File: src/rtl/seg_pkg.sv
// Shared constants and types for the multiplexed 7-segment scan driver.
package seg_pkg;

  // Active-low {dp,g,f,e,d,c,b,a}; all ones turns every segment off.
  localparam logic [7:0] SEG_BLANK = 8'hFF;

  // Active-low glyphs for codes 0-9 and A,b,C,d,E,F; dp bit left off.
  localparam logic [15:0][7:0] SEG_PATTERNS = {
    8'h8E, 8'h86, 8'hA1, 8'hC6, 8'h83, 8'h88, 8'h90, 8'h80,
    8'hF8, 8'h82, 8'h92, 8'h99, 8'hB0, 8'hA4, 8'hF9, 8'hC0
  };

  typedef enum logic [0:0] {
    SHOW,
    DEAD
  } scan_state_t;

endpackage

File: src/rtl/seg7_decode.sv
// Combinational hex-to-7-segment decoder with decimal point and dark override.
module seg7_decode
  import seg_pkg::*;
(
  input  logic [3:0] i_code,
  input  logic       i_dp,
  input  logic       i_dark,
  output logic [7:0] o_seg
);

  // A dark digit turns off everything, including its decimal point.
  always_comb begin
    o_seg = SEG_BLANK;
    if (!i_dark) begin
      o_seg = SEG_PATTERNS[i_code];
      if (i_dp) begin
        o_seg[7] = 1'b0;
      end
    end
  end

endmodule

File: src/rtl/seg_scan_driver.sv
// Multiplexed 7-segment scan driver: one tube lit at a time, per-slot dead time,
// blink, leading-zero suppression and a per-frame snapshot of all inputs.
module seg_scan_driver
  import seg_pkg::*;
#(
  parameter int unsigned N_DIGITS     = 8,
  parameter int unsigned SCAN_DIV     = 100000,
  parameter int unsigned DEAD_CYC     = 16,
  parameter int unsigned BLINK_FRAMES = 64
) (
  input  logic                  clk,
  input  logic                  rst,
  input  logic [4*N_DIGITS-1:0] digits_i,
  input  logic [N_DIGITS-1:0]   dp_i,
  input  logic [N_DIGITS-1:0]   blank_i,
  input  logic [N_DIGITS-1:0]   blink_i,
  input  logic                  lz_en,
  output logic [N_DIGITS-1:0]   tube_pos,
  output logic [7:0]            seg,
  output logic                  frame_done
);

  localparam int unsigned DIV_W    = $clog2(SCAN_DIV);
  localparam int unsigned IDX_W    = $clog2(N_DIGITS);
  localparam int unsigned BLK_W    = $clog2(BLINK_FRAMES + 1);
  localparam int unsigned SHOW_CYC = SCAN_DIV - DEAD_CYC;

  localparam logic [DIV_W-1:0] DIV_LAST  = DIV_W'(SCAN_DIV - 1);
  localparam logic [DIV_W-1:0] SHOW_LAST = DIV_W'(SHOW_CYC - 1);
  localparam logic [IDX_W-1:0] IDX_LAST  = IDX_W'(N_DIGITS - 1);
  localparam logic [BLK_W-1:0] BLK_LAST  = BLK_W'(BLINK_FRAMES - 1);

  // Scan position and FSM
  logic [DIV_W-1:0] r_div;
  logic [IDX_W-1:0] r_idx;
  scan_state_t      r_state;
  scan_state_t      w_state_d;

  // Blink timing
  logic [BLK_W-1:0] r_blink_cnt;
  logic             r_blink_phase;

  // Frame snapshot
  logic [4*N_DIGITS-1:0] r_snap_digits;
  logic [N_DIGITS-1:0]   r_snap_dp;
  logic [N_DIGITS-1:0]   r_snap_blank;
  logic [N_DIGITS-1:0]   r_snap_blink;
  logic                  r_snap_lz;

  // Registered outputs
  logic [N_DIGITS-1:0] r_tube;
  logic [7:0]          r_seg;
  logic                r_frame_done;

  // Combinational helpers
  logic                  w_capture;
  logic                  w_frame_end;
  logic [4*N_DIGITS-1:0] w_src_digits;
  logic [N_DIGITS-1:0]   w_src_dp;
  logic [N_DIGITS-1:0]   w_src_blank;
  logic [N_DIGITS-1:0]   w_src_blink;
  logic                  w_src_lz;
  logic [N_DIGITS-1:0]   w_lz;
  logic [3:0]            w_code;
  logic                  w_dp;
  logic                  w_dark;
  logic [7:0]            w_seg_dec;
  logic [N_DIGITS-1:0]   w_tube_d;
  logic [7:0]            w_seg_d;

  assign w_capture   = (r_idx == '0) && (r_div == '0);
  assign w_frame_end = (r_idx == IDX_LAST) && (r_div == DIV_LAST);

  // The capture cycle already computes tube 0's output, so it reads the live inputs
  // that are being written into the snapshot at the same edge.
  assign w_src_digits = w_capture ? digits_i : r_snap_digits;
  assign w_src_dp     = w_capture ? dp_i     : r_snap_dp;
  assign w_src_blank  = w_capture ? blank_i  : r_snap_blank;
  assign w_src_blink  = w_capture ? blink_i  : r_snap_blink;
  assign w_src_lz     = w_capture ? lz_en    : r_snap_lz;

  // Leading-zero mask: walk down from the top digit while everything seen is zero or blank.
  always_comb begin
    logic chain;
    w_lz  = '0;
    chain = w_src_lz;
    for (int k = N_DIGITS - 1; k >= 1; k--) begin
      if (chain && (w_src_digits[4*k +: 4] == 4'h0) && !w_src_dp[k]) begin
        w_lz[k] = 1'b1;
      end
      chain = chain && ((w_src_digits[4*k +: 4] == 4'h0) || w_src_blank[k]) && !w_src_dp[k];
    end
  end

  // Select the digit in the current slot and work out whether it is dark.
  always_comb begin
    w_code = w_src_digits[4*r_idx +: 4];
    w_dp   = w_src_dp[r_idx];
    w_dark = w_src_blank[r_idx] || (w_src_blink[r_idx] && r_blink_phase) || w_lz[r_idx];
  end

  seg7_decode u_decode (
    .i_code (w_code),
    .i_dp   (w_dp),
    .i_dark (w_dark),
    .o_seg  (w_seg_dec)
  );

  // Slot divider and digit index; idx wraps straight back to 0 after the last tube.
  always_ff @(posedge clk) begin
    if (rst) begin
      r_div <= '0;
      r_idx <= '0;
    end else if (r_div == DIV_LAST) begin
      r_div <= '0;
      r_idx <= (r_idx == IDX_LAST) ? '0 : r_idx + 1'b1;
    end else begin
      r_div <= r_div + 1'b1;
    end
  end

  // FSM state register.
  always_ff @(posedge clk) begin
    if (rst) begin
      r_state <= SHOW;
    end else begin
      r_state <= w_state_d;
    end
  end

  // FSM next state plus next output values for the current slot position.
  always_comb begin
    w_state_d = r_state;
    w_tube_d  = '1;
    w_seg_d   = SEG_BLANK;
    unique case (r_state)
      SHOW: begin
        w_tube_d = ~(N_DIGITS'(1) << r_idx);
        w_seg_d  = w_seg_dec;
        if ((DEAD_CYC != 0) && (r_div == SHOW_LAST)) begin
          w_state_d = DEAD;
        end
      end
      DEAD: begin
        if (r_div == DIV_LAST) begin
          w_state_d = SHOW;
        end
      end
      default: begin
        w_state_d = SHOW;
      end
    endcase
  end

  // Snapshot all display inputs once per frame so a frame never tears.
  always_ff @(posedge clk) begin
    if (rst) begin
      r_snap_digits <= '0;
      r_snap_dp     <= '0;
      r_snap_blank  <= '0;
      r_snap_blink  <= '0;
      r_snap_lz     <= 1'b0;
    end else if (w_capture) begin
      r_snap_digits <= digits_i;
      r_snap_dp     <= dp_i;
      r_snap_blank  <= blank_i;
      r_snap_blink  <= blink_i;
      r_snap_lz     <= lz_en;
    end
  end

  // Blink phase flips every BLINK_FRAMES frames, only at frame boundaries.
  always_ff @(posedge clk) begin
    if (rst) begin
      r_blink_cnt   <= '0;
      r_blink_phase <= 1'b0;
    end else if (w_frame_end) begin
      if (r_blink_cnt == BLK_LAST) begin
        r_blink_cnt   <= '0;
        r_blink_phase <= ~r_blink_phase;
      end else begin
        r_blink_cnt <= r_blink_cnt + 1'b1;
      end
    end
  end

  // Output registers.
  always_ff @(posedge clk) begin
    if (rst) begin
      r_tube       <= '1;
      r_seg        <= SEG_BLANK;
      r_frame_done <= 1'b0;
    end else begin
      r_tube       <= w_tube_d;
      r_seg        <= w_seg_d;
      r_frame_done <= w_frame_end;
    end
  end

  assign tube_pos   = r_tube;
  assign seg        = r_seg;
  assign frame_done = r_frame_done;

endmodule

File: config.mk
export PLATFORM = sky130hd
export DESIGN_NAME = seg_scan_driver
export DESIGN_NICKNAME = d
export VERILOG_FILES = /design/src/rtl/seg_pkg.sv /design/src/rtl/seg7_decode.sv /design/src/rtl/seg_scan_driver.sv
export SDC_FILE = /design/constraint.sdc
export NUM_CORES = 1
export LEC_CHECK = 0
export CAP_MARGIN = 20
export CORE_MARGIN = 2
export CORE_UTILIZATION = 25
export CTS_CLUSTER_DIAMETER = 150
export DETAILED_ROUTE_END_ITERATION = 16
export GPL_TIMING_DRIVEN = 1
export MAX_ROUTING_LAYER = met4
export PLACE_DENSITY = 0.49
export SKIP_LAST_GASP = 1
export SYNTH_ARGS = -nofsm -noshare
export SYNTH_HDL_FRONTEND = slang
export SYNTH_HIERARCHICAL = 1
export SYNTH_SLANG_ARGS = --single-unit
File: constraint.sdc
create_clock -name clk -period 5.8 [get_ports clk]
set_input_delay 0.87 -clock clk [delete_from_list [all_inputs] [get_ports clk]]
set_output_delay 0.87 -clock clk [all_outputs]
set_load 0.005 [all_outputs]
==> results.txt <==
Of all nets on the critical path, the largest fanout is 42. The tools report the number of levels in the clock H-tree as 3. From left edge to right edge, the die measures 145 um.

The tightest min-delay check is of the register to register type. The number of hold buffers added after CTS was 0. Yosys mapped the design onto 52 distinct sky130hd cell types. The initial antenna violation count is 0. The share of the clock period used by the worst path works out to 0.787.

The run finished with clean final reports. The run gives 519 as the cell count after synthesis. The first detailed-routing pass ran for 4 iterations. The slew of the pin with the lowest slew margin is 1.05 ns, and the number of buffers inserted during clock tree synthesis is 9. After detailed placement, the total cell area comes to 5930 um2. Summing over every cut layer, the via total after detailed routing is 3926. In this run, synthesis inferred 0 flip-flops with an integrated enable. The floorplan step defined a die boundary enclosing 20900 um2.

The flop and latch count out of synthesis was 103. For the sequential area share after synthesis, the log shows 0.417. Input and output buffers added on the ports amount to 75. After synthesis, the mean cell area works out to 9.53 um2. The net count after synthesis came out at 594. Clock latency on the worst-skew pair, taken at its later pin, is 0.35 ns. The core region is 19500 um2.

The tools report the effective utilization at floorplan as 0.254. The logs give 0 for the number of nets still failing antenna checks after routing and 658 for the total number of nets in the final design. After legalization and detailed placement, the total HPWL measured 9810 um.

The wire length per cell is 15.2 um. For the final non-filler cell total, the log shows 853. The largest net degree at the start of global routing is 81, and the detail-routed via count per cell is 4.60. Adding up every negative setup slack in the final design gives 0 ns. The detailed router finished its first iteration with 189 violations. The routability congestion estimate from global placement is 0.824, and the fraction of synthesis flops using an asynchronous set or reset pin is 0.

The root buffer cell was clkbuf_16. The kind of end point of the critical path is a register. The final number of hold-violating endpoints is 0, and the post-route DRC violation count is 0. The filler cells instantiated in the layout total 2026. The number of standard-cell rows in the floorplan was 51; the number of setup buffers added after CTS was 0. The leakage power of the design was 2.46 nW; the number of gates resized after cts was 0. STA classifies the critical path startpoint as a register. The relative max-transition margin was 0.296.

The type of the setup path with the least slack is register to register. The count of pins on the block boundary was 76. The run gives 0 as the max-cap violation count. TritonCTS built the clock tree. For the post-synth design cell area, the log shows 4950 um2. Share of cells above drive strength 1: 0.0867. The clock net in this run drives a total of 103 sinks. After routing the design area is 6210 um2. The logs give 0 for the remaining global-route overflow and 0 for the diode insertion count for antenna repair.

STA puts the critical path data arrival time at 4.80 ns. The total routing usage reported by global routing came out at 0.135. Compared with the post-synthesis result, the final layout area differs by 25.6%.

Setup repair after global routing left no endpoint under its margin. Clock transition time at the flip-flop clock pins of the worst setup and hold paths: 0.07 ns. The number of pins with negative max-slew slack in the final report is 0.

The run gives 0.219 GHz as the highest attainable clock frequency. The most used flip-flop cell after synthesis is dfxtp_1. The peak supply drop was 0.000143 V; the number of global-route vias before repair was 3952.

The first global-routing pass estimated 21000 um of wire. Setup violations remaining at the end of the flow were counted as 0. STA puts the critical path data required time at 6.03 ns.

The worst path needs 4.57 ns of the cycle, external delays included. In this run, placement finished with an instance count of 837. The logs give 2 for the number of buffers on the longest clock path and 13000 um for the routed wire length. Clock skew on the completed layout was measured at 0.00962 ns. The y dimension of the die works out to 145 um.

The power per cell area was 277 nW/um2. For the warning count from the yosys run, the log shows 6.
## power breakdown
group	switching [mW]	internal, mW
clock	0.279	0.305
sequential	0.0247	0.757
combinational	0.176	0.177
total	0.480	1.24
## cell usage after synthesis (all sizes together) (7+ instances only)
library cell,n,area (um2)
ha,16,200
a21oi,17,85.1
inv,13,48.8
nor2,89,334
and3,7,43.8
or3,11,68.8
nand2b,7,43.8
mux4,16,360
nand3,9,45.0
dfxtp,103,2060
nand2,40,150
nor3,9,45.0
nor4,21,138
mux2i,59,591
buf,12,82.6
clkbuf,16,60.1
xor2,12,105
## worst max-delay path: stages (launching register included)
cell and delay, ns:
dfxtp_1 0.54, inv_1 0.11, ha_1 0.25, nand4_1 0.23
or2_4 0.65, mux2i_1 0.22, mux4_2 0.53, mux2i_1 0.46
inv_1 0.19, ha_1 0.32, or2_2 0.31, a311o_1 0.31
or3_1 0.30
## cell usage in the layout, fill, tap and decap left out, types with 4 or more instances in the layout
master           synthesis  final
clkbuf_16                0      9
nor4_1                  20     20
nor3_1                   9      9
mux4_2                  16     16
nor3b_1                  4      4
nand4_1                  6      6
nand2_1                 40     40
and3_1                   7      7
nand2b_1                 7      7
xor2_1                  12     12
o21ai_0                  5      5
nor2b_1                  4      4
clkdlybuf4s50_1          0     74
buf_4                    2      6
a21oi_1                 17     17
ha_1                    16     16
xnor2_1                  4      4
nand3_1                  9      9
dfxtp_1                103    103
or3_1                   11     11
inv_1                   11     11
mux2i_1                 59     59
nor2_1                  89     89
## state kept, by name (all words and copies together), names as in the netlist
register and count:
r_blink_phase 1, r_blink_cnt 7, r_snap_lz 1, r_snap_digits 32
r_snap_blank 8, r_snap_blink 8, r_idx 3, tube_pos 8
seg 8, frame_done 1, r_state 1, r_snap_dp 8
r_div 17
## cell type report
class	count	area, um2	area share
Clock buffer	10	239	0.0385
Inverter	13	48.8	0.00785
Multi-Input combinational cell	375	2700	0.434
Sequential cell	103	2060	0.332
Clock inverter	6	45.0	0.00725
Timing Repair Buffer	81	791	0.127
Tap cell	265	332	0.0534
## per-stage QoR
step           hold WS (ns)   util  worst slack, ns  power (mW)
2_1_floorplan         0.412      -             1.37        1.03
3_3_place_gp          0.436  0.305             1.42        1.15
3_5_place_dp          0.445  0.305             1.26        1.15
4_1_cts               0.455  0.319             1.24        1.74
5_1_grt               0.459  0.319            0.920        1.81
6_report              0.456  0.319             1.23        1.72
## cells by family (layout without fill, tap and decap cells)
kind of cell	count (synthesis)	count (layout)	share of synthesized area
AOI/OAI and AO/OA	45	45	0.0609
buffers and inverters	41	110	0.0387
adders and majority gates	16	16	0.0405
DFF	103	103	0.417
xor gates and xnor gates	16	16	0.0283
and+or+nand+nor	218	218	0.211
muxes	80	80	0.204
## metal layers
layer / up-vias / global-route usage / routed length [um] / share of wire
li1: 1966 / - / - / -
met2: 74 / 0.206 / 5870 / 0.45
met3: 11 / 0.0286 / 427 / 0.033
met1: 1875 / 0.182 / 6540 / 0.50
met5: - / - / 0 / 0
met4: 0 / 0.0388 / 165 / 0.013
## worst paths after layout
| kind | endpoint | depth (start not counted) | from | slack (ns) |
|---|---|---|---|---|
| min | r_snap_blink[4] | 2 | r_snap_blink[4] | 0.46 |
| max | seg[1] | 12 | r_idx[0] | 1.23 |
| max reg2reg | seg[1] | 12 | r_idx[0] | 1.23 |
| min reg2reg | r_snap_blink[4] | 2 | r_snap_blink[4] | 0.46 |
(Power assumes the default switching activity.)
